===== src/rtl/fetch_unit_pkg.sv =====
// -----------------------------------------------------------------------------
// fetch_unit_pkg
//   Definitions shared by the fetch stage and the controller: instruction
//   width, opcode constants, field slice helpers and the fetch FSM encoding.
//   Instruction format: [7:4] opcode, [3:0] operand (register index / imm4).
// -----------------------------------------------------------------------------
package fetch_unit_pkg;

  localparam int INSTR_W  = 8;
  localparam int OPCODE_W = 4;
  localparam int OPND_W   = 4;

  localparam logic [INSTR_W-1:0] INSTR_NOP = 8'h00;

  typedef enum logic [OPCODE_W-1:0] {
    OP_NOP   = 4'h0,
    OP_ADD   = 4'h1,
    OP_LDIMM = 4'hD,
    OP_HALT  = 4'hF
  } opcode_e;

  typedef enum logic [1:0] {
    ST_RUN,
    ST_LOAD,
    ST_FLUSH
  } fetch_state_e;

  function automatic logic [OPCODE_W-1:0] instr_opcode(input logic [INSTR_W-1:0] instr);
    return instr[INSTR_W-1 -: OPCODE_W];
  endfunction

  function automatic logic [OPND_W-1:0] instr_operand(input logic [INSTR_W-1:0] instr);
    return instr[OPND_W-1:0];
  endfunction

endpackage


===== src/rtl/fetch_imem.sv =====
// -----------------------------------------------------------------------------
// fetch_imem
//   Instruction memory: 2**ADDR_W words of DATA_W bits, one synchronous write
//   port (program loader) and one asynchronous read port (fetch at pc).
// Ports
//   CLK    clock, rising edge
//   we     write enable
//   waddr  write address
//   wdata  write data
//   raddr  read address
//   rdata  read data, combinational from raddr
// -----------------------------------------------------------------------------
module fetch_imem #(
  parameter int ADDR_W = 8,
  parameter int DATA_W = 8
) (
  input  logic              CLK,
  input  logic              we,
  input  logic [ADDR_W-1:0] waddr,
  input  logic [DATA_W-1:0] wdata,
  input  logic [ADDR_W-1:0] raddr,
  output logic [DATA_W-1:0] rdata
);

  logic [DATA_W-1:0] mem [2**ADDR_W];

  // NOTE: the array has no reset on purpose; a reset of a RAM cannot map onto
  // memory macros and loaded programs must survive a core reset.
  always_ff @(posedge CLK) begin
    if (we) begin
      mem[waddr] <= wdata;
    end
  end

  assign rdata = mem[raddr];

endmodule


===== src/rtl/fetch_unit.sv =====
// -----------------------------------------------------------------------------
// fetch_unit
//   Instruction-fetch stage: owns the instruction memory, pc and IR, applies
//   the controller's LoadIR/IncPC/LoadPC/SelPC, and fills the memory from the
//   program-load port while the core is held.
// Ports
//   CLK, CLB    clock (rising) / asynchronous active-low reset
//   LoadIR      capture imem[pc] into IR
//   IncPC       pc <= pc + 1 (wraps)
//   LoadPC      pc <= jump target (has priority over IncPC)
//   SelPC       target source: 1 = reg_data, 0 = zero-extended IR operand
//   reg_data    register-file value used as jump target
//   prog_mode   level: 1 = program load requested, 0 = run
//   prog_valid  program word valid
//   prog_data   program word
//   prog_ready  a program word is accepted this cycle
//   hold        core must stay in RESET (loading or flushing)
//   Opcode      imem[pc][7:4], combinational
//   ir_opcode   IR[7:4]
//   ir_operand  IR[3:0]
//   pc          program counter
// -----------------------------------------------------------------------------
module fetch_unit
  import fetch_unit_pkg::*;
#(
  parameter int PC_W    = 8,
  parameter int INSTR_W = fetch_unit_pkg::INSTR_W
) (
  input  logic                CLK,
  input  logic                CLB,
  input  logic                LoadIR,
  input  logic                IncPC,
  input  logic                LoadPC,
  input  logic                SelPC,
  input  logic [7:0]          reg_data,
  input  logic                prog_mode,
  input  logic                prog_valid,
  input  logic [INSTR_W-1:0]  prog_data,
  output logic                prog_ready,
  output logic                hold,
  output logic [OPCODE_W-1:0] Opcode,
  output logic [OPCODE_W-1:0] ir_opcode,
  output logic [OPND_W-1:0]   ir_operand,
  output logic [PC_W-1:0]     pc
);

  localparam logic [PC_W-1:0] PC_MAX = {PC_W{1'b1}};

  fetch_state_e       state, next_state;
  logic [INSTR_W-1:0] ir;
  logic [INSTR_W-1:0] imem_rdata;
  logic [PC_W-1:0]    wr_ptr;
  logic               full;
  logic               mem_we;
  logic               run_update;
  logic               load_entry;
  logic [PC_W-1:0]    jump_target;

  fetch_imem #(
    .ADDR_W (PC_W),
    .DATA_W (INSTR_W)
  ) u_imem (
    .CLK   (CLK),
    .we    (mem_we),
    .waddr (wr_ptr),
    .wdata (prog_data),
    .raddr (pc),
    .rdata (imem_rdata)
  );

  // Register updates happen only in RUN with no load request pending, so a
  // prog_mode rise aborts the instruction in flight on the entry edge itself.
  assign load_entry  = (state == ST_RUN) && prog_mode;
  assign run_update  = (state == ST_RUN) && !prog_mode;
  assign hold        = (state != ST_RUN);
  assign prog_ready  = (state == ST_LOAD) && !full;
  assign mem_we      = prog_valid && prog_ready;
  assign jump_target = SelPC ? reg_data[PC_W-1:0] : PC_W'(instr_operand(ir));

  assign Opcode     = instr_opcode(imem_rdata);
  assign ir_opcode  = instr_opcode(ir);
  assign ir_operand = instr_operand(ir);

  // NOTE: all sequential state uses non-blocking assignments so every register
  // samples pre-edge values; this is what lets LoadIR+LoadPC use the old IR.
  always_ff @(posedge CLK or negedge CLB) begin
    if (!CLB) begin
      state <= ST_RUN;
    end else begin
      state <= next_state;
    end
  end

  // NOTE: next_state takes a default before the case so no path leaves it
  // unassigned, which would otherwise infer a latch.
  always_comb begin
    next_state = state;
    unique case (state)
      ST_RUN:   if (prog_mode)  next_state = ST_LOAD;
      ST_LOAD:  if (!prog_mode) next_state = ST_FLUSH;
      ST_FLUSH: next_state = ST_RUN;
      default:  next_state = ST_RUN;
    endcase
  end

  always_ff @(posedge CLK or negedge CLB) begin
    if (!CLB) begin
      pc <= '0;
      ir <= INSTR_NOP;
    end else if (state == ST_FLUSH) begin
      pc <= '0;
      ir <= INSTR_NOP;
    end else if (run_update) begin
      if (LoadIR) begin
        ir <= imem_rdata;
      end
      if (LoadPC) begin
        pc <= jump_target;
      end else if (IncPC) begin
        pc <= pc + PC_W'(1);
      end
    end
  end

  // wr_ptr wraps to 0 after the last address; full then blocks further writes.
  always_ff @(posedge CLK or negedge CLB) begin
    if (!CLB) begin
      wr_ptr <= '0;
      full   <= 1'b0;
    end else if (load_entry) begin
      wr_ptr <= '0;
      full   <= 1'b0;
    end else if (mem_we) begin
      wr_ptr <= wr_ptr + PC_W'(1);
      if (wr_ptr == PC_MAX) begin
        full <= 1'b1;
      end
    end else if (state == ST_FLUSH) begin
      wr_ptr <= '0;
    end
  end

endmodule


===== config.mk =====
export PLATFORM = sky130hd
export DESIGN_NAME = fetch_unit
export DESIGN_NICKNAME = d
export VERILOG_FILES = /design/src/rtl/fetch_unit_pkg.sv /design/src/rtl/fetch_imem.sv /design/src/rtl/fetch_unit.sv
export SDC_FILE = /design/constraint.sdc
export NUM_CORES = 2
export LEC_CHECK = 0
export ABC_AREA = 1
export CORE_MARGIN = 3
export CORE_UTILIZATION = 35
export CTS_CLUSTER_SIZE = 40
export DETAILED_ROUTE_END_ITERATION = 16
export SLEW_MARGIN = 20
export SYNTH_ARGS = -nofsm -noshare
export SYNTH_HDL_FRONTEND = slang
export SYNTH_HIERARCHICAL = 1
export SYNTH_SLANG_ARGS = --single-unit

===== constraint.sdc =====
create_clock -name CLK -period 6.4 [get_ports CLK]
set_input_delay 1.28 -clock CLK [delete_from_list [all_inputs] [get_ports CLK]]
set_output_delay 1.28 -clock CLK [all_outputs]
set_load 0.01 [all_outputs]

---- Word-level counts from Yosys, hierarchy flattened ----
Memory sizes are Yosys's and may differ from the RTL's.
Index checks and enable logic that the tools add are counted.
operators by class
  mux-type cells .......................... 19
  reductions and logical operators ........ 18
  equality and inequality tests ........... 5
  multipliers ............................. 0
  div/mod/pow operators ................... 0
  shift operators ......................... 0
  bitwise operators ....................... 0
  magnitude comparators ................... 0
  add/sub/neg operators ................... 2
operators with widths
  operator             number
  $mux 8               11
  $add 8x1->8 const B  2
  $reduce_bool 2->1    5
  $eq 8x8->1 const B   1
  $reduce_and 2->1     4
  $reduce_bool 3->1    2
  $mux 1               5
  $logic_and 1x1->1    4
  $mux 2               2
  $ne 2x2->1 const B   2
  $pmux 2 s2           1
  $eq 2x1->1 const B   1
  $eq 2x2->1 const B   1
  $logic_not 1->1      2
  $logic_not 2->1      1
word-level totals
  ROM bits ................................ 0
  bits in latches ......................... 0
  input port bits ......................... 24
  register bits after elaboration ......... 27
  RAM bits ................................ 2048
  memories ................................ 1
memories
  memory      depth  width  rd ports  clocked after memory_dff  write ports  line              source
  u_imem.mem  256    8      1         0                         1            fetch_imem.sv:25  logic [DATA_W-1:0] mem [2**ADDR_W];

---- Longest topological paths before layout ----
  depth in word-level cells ............... 5
  mapped depth ............................ 17
  mapped depth without buffers ............ 13

---- Modules after synthesis ----
Netlist, hierarchy kept.
by module, submodules not included
  module      area an instance (um2)  times used  cells an instance
  fetch_imem  83236.1                 1           6995
  fetch_unit  1561.5                  1           211

---- Worst setup path before layout ----
Ideal clock, no wire load.
  path type ............................... flip-flop to output port
  start ................................... register pc[2]
  end ..................................... output Opcode[1]
  setup slack ............................. 3.351 ns
  arrival ................................. 1.769 ns
  cell stages (with the launch flop) ...... 12
  path buffers ............................ 3
  path through ............................ dfrtp_1 -> buf_2 -> clkbuf_1 -> clkbuf_1 -> nand3_1 -> nand3_1 -> nand3_1 -> nand3_1 -> nand3_1 -> nand2_1 -> nand2_1 -> nand2_1
on the way
  longest elaborated chain between the ends .. 1
RTL lines
  item                      line               source
  start: declaration        fetch_unit.sv:44   output logic [PC_W-1:0] pc
  start signal: assignment  fetch_unit.sv:118  pc <= jump_target;
  start signal: assignment  fetch_unit.sv:120  pc <= pc + PC_W'(1);
  $mem_v2 256x8             -
  end: declaration          fetch_unit.sv:41   output logic [OPCODE_W-1:0] Opcode,
Every way passes these cells.

---- Final worst setup path ----
  start ................................... register pc[0]
  end ..................................... output Opcode[3]
Same word-level chain as after synthesis.

==> summary.md <==
| Metric | Value |
|---|---|
| Unrepaired setup endpoints after global routing | false |
| Count of synthesis-stage warnings from yosys | 6 |
| Count of input and output buffers | 45 |
| Total half-perimeter wirelength after legalization and detailed placement | 126000 um |
| RePlAce Congestion | 0.839 |
| Count of buffering cells on the critical path with inverters included | 4 |
| Share of layout cells above drive strength 1 | 5.63% |
| Met3 track demand over resource | 3.82% |
| Critical Path Sink Type | primary output |
| Pin count of the biggest net entering global routing | 223 |
| Std-Cell Core Area | 241000 sq um |
| Power Total | 33.4 mW |
| Maximum vdd drop | 0.202 mV |
| Routed wire per std cell | 22.3 um |
| Number of synthesized flops with an enable pin | 2048 |
| Fraction of synthesized cell area taken by the top area cell type | 72.5% |
| Total congestion overflow after global routing | 0 |
| Via total after detailed routing | 55300 |
| Type of the setup path with the least slack | flip-flop to primary output |
| GR met2 Demand/Resource | 28.8% |
| Dominant combinational cell family by area after synthesis | simple AND/OR/NAND/NOR gates |
| Flip-flop and latch count after synthesis | 2075 |
| Outcome | complete, no violations |
| Clock Path Buffers | 3 |
| Global-route wire length before repair | 346000 um |
| Number of library cell types mapped by synthesis | 30 |
| Cell area power density | 353 nW/um^2 |
| Synth Flop Type | edfxtp_1 |
| Compound-Gate Fraction of Synth Area | 0.198% |
| Detailed Route Iter0 Violations | 6525 |
| Via count of the first global-routing pass | 52900 |
| Post-synthesis area per instance | 11.8 sq um |
| Die Width | 498 um |
| Share of synthesized area spent on multiplexers | 0.0118% |
| Category of the worst setup path launch point | flip-flop |
| Crit-path max cell delay | 0.75 ns |
| Antenna Diode Count | 0 |
| Post-synthesis cell area | 84800 sq um |
| Proportion of synthesized chip area in sequential cells | 73.3% |
| Worst endpoint data arrival time | 5.10 ns |
| DRT Wirelength | 233000 um |
| Cell with the biggest individual delay on the critical path | dfrtp_4 |
| Cell mode on critical path | nand3_1 |
| Adder-Cell Fraction of Synth Area | 0.0295% |
| Clock-pin slew on the worst setup and hold paths | 0.06 ns |
| Largest cells by area after synthesis | edfxtp_1, nand3_1, nand2_1 |
| Drt drc | 0 |
| Final cell utilization of the core | 39.3% |
| H-Tree Level Count | 4 |
| Total clock sinks | 2075 |
| Total of endpoints with negative setup slack in the final report | 0 |
| Commonest non-fill, non-tap cells in the layout | nand2_1, nand3_1, edfxtp_1, nor2_1, clkbuf_16 |
| CTS tree | built |
| Most common cell after layout, fill and taps aside | nand2_1 |
| Net count after synthesis | 7232 |
| Final-stage net count | 7093 |
| Total die area | 248000 sq um |
| Number of buffers inserted during clock tree synthesis | 209 |
| Total Negative Setup Slacks | 0 ns |
| Post-route minimum period | 6.38 ns |
| Async set-reset flop share out of synthesis | 1.30% |
| Largest area contributor in the synthesized netlist | edfxtp_1 |
| Initial antenna violation count | 5 |
| Drt first pass iters | 7 |
| Max-slew violation count | 0 |
| Worst endpoint required time | 5.12 ns |
| Initial core utilization | 35.2% |
| Slew at the pin with the worst max-slew slack | 1.35 ns |
| Root Buffer Master | clkbuf_16 |
| Xor/xnor cell area share of the yosys netlist | 0% |
| Post-route design area | 94500 sq um |
| Max Fanout on Critical Path | 125 |
| Max-Slew Margin vs Limit | 10.1% |
| Grt met1 use | 24.9% |
| Achievable Freq | 157 MHz |
| Grt peak-use layer | met2 |
| Mean number of vias per cell | 5.31 |
| Post-Synth Simple-Gate Area | 23.2% |
| Die outline height | 498 um |
| Antenna viol nets, final | 0 |
| Count of fill cells added during filler insertion | 22500 |
| Non-filler instance count after layout | 10400 |
| Number of max-cap violations | 0 |
| Leak | 32.2 nW |
| Global-route usage over all layers | 18.2% |
| Synth-to-Final Area Change | 11.4% |
| Cell total after placement | 10000 |
| Number of ports placed on the die boundary | 46 |
| Worst path cell trace | clkinv_16 > buf_12 > buf_12 > nand2_1 > nand3_1 > nand3_1 > nand3_1 > nand3_1 > nand3_1 > nand3_1 > nand2_1 > nand2_1 > nand2_1 > clkdlybuf4s50_1 |
| CP top delay family | simple AND/OR/NAND/NOR gates |
| Final worst-path cycle share | 99.7% |
| Placed cell area | 88000 sq um |
| Floorplan row count | 180 |
| Setup skew after layout | 0.0355 ns |
| Count of final hold-check violations | 0 |
| Worst skew pair latency | 0.84 ns |
| Post-synthesis cell count | 7206 |
| Tightest Hold Check Type | flip-flop to flip-flop |
## metrics by stage
stage               setup WS (ns)  hold WS, ns
floorplan                    3.35        0.422
global placement             1.04        0.433
detailed placement           1.04        0.451
CTS                         0.126        0.457
global route               0.0122        0.479
finish                     0.0180        0.452
## final cells by class
type                       instances  area (sq um)  share of cell area, %
sequential                      2075         62200                   65.8
multi-input combinational       4579         19900                   21.0
clock buffer                     266          5550                   5.87
clock inverter                   113           953                   1.01
tap                             3185          3990                   4.22
inverter                          65           293                  0.310
timing repair buffer             137          1640                   1.73
## metal layers
layer  routed length [um]  part of all wire (%)  up-vias
met2               108000                    46     2424
met5                   27                 0.012        -
met1                95200                    41    27200
met4                 8640                   3.7        4
li1                     -                     -    25200
met3                20700                   8.9      422
## Yosys cell counts (2+ instances only)
| cell type | count |
|---|---|
| a21oi_1 | 5 |
| buf_1 | 40 |
| buf_2 | 270 |
| buf_4 | 46 |
| buf_6 | 18 |
| clkbuf_1 | 112 |
| dfrtp_1 | 27 |
| edfxtp_1 | 2048 |
| ha_1 | 2 |
| inv_1 | 60 |
| inv_2 | 3 |
| nand2_1 | 2182 |
| nand2_4 | 2 |
| nand3_1 | 2048 |
| nand4_1 | 3 |
| nor2_1 | 303 |
| nor2_4 | 2 |
| o21ai_0 | 21 |
| o21ai_2 | 2 |
| o21bai_1 | 2 |
## registers in the layout, summed over array words and instances (netlist names)
signal      count
state           2
full            1
pc              8
wr_ptr          8
u_imem/mem   2048
ir              8
## path summary, 6_finish.rpt
check	startpoint	end	slack, ns	depth (start not counted)
worst min-delay path	state[1]$_DFFE_PN0P_	state[0]$_DFFE_PN0P_	0.45	1
worst min register to register	state[1]$_DFFE_PN0P_	state[0]$_DFFE_PN0P_	0.45	1
min in group asynchronous	CLB	state[0]$_DFFE_PN0P_	0.86	2
max in group asynchronous	CLB	pc[2]$_DFFE_PN0P_	5.15	2
worst max-delay path	pc[0]$_DFFE_PN0P_	Opcode[3]	0.02	14
worst max register to register	pc[0]$_DFFE_PN0P_	ir[7]$_DFFE_PN0P_	2.22	15
## repair_timing
action,CTS,global route
hold endpoints to repair,0,0
buffers inserted,0,1
resized for setup,0,1
hold buffers,0,0
setup endpoints to repair,0,2
## where the power goes
group | leakage [nW] | switching, mW | total (mW) | internal, mW
Sequential | 18.7 | 0.108 | 15.1 | 15.0
Combinational | 10.2 | 4.79 | 6.56 | 1.77
Clock | 3.20 | 5.10 | 11.7 | 6.63
## cells by family (layout without fill, tap and decap cells)
logic type,Yosys count,in the layout
compound gates,31,31
fa+ha+maj,2,2
buf+inv,552,581
simple gates,4545,4545
flops,2075,2075
mux,1,1
## worst reg2reg max path, stage by stage (launching register included)
cell       delay (ns)
dfrtp_4          0.75
clkinv_16        0.35
buf_12           0.70
buf_12           0.23
nand2_1          0.14
nand3_1          0.07
nand3_1          0.16
nand3_1          0.16
nand3_1          0.41
nand3_1          0.24
nand3_1          0.17
nand2_1          0.07
nand2_1          0.06
nand2_1          0.20
o21ai_0          0.29
nor2_1           0.06
Power figures use the tool's default switching activity.
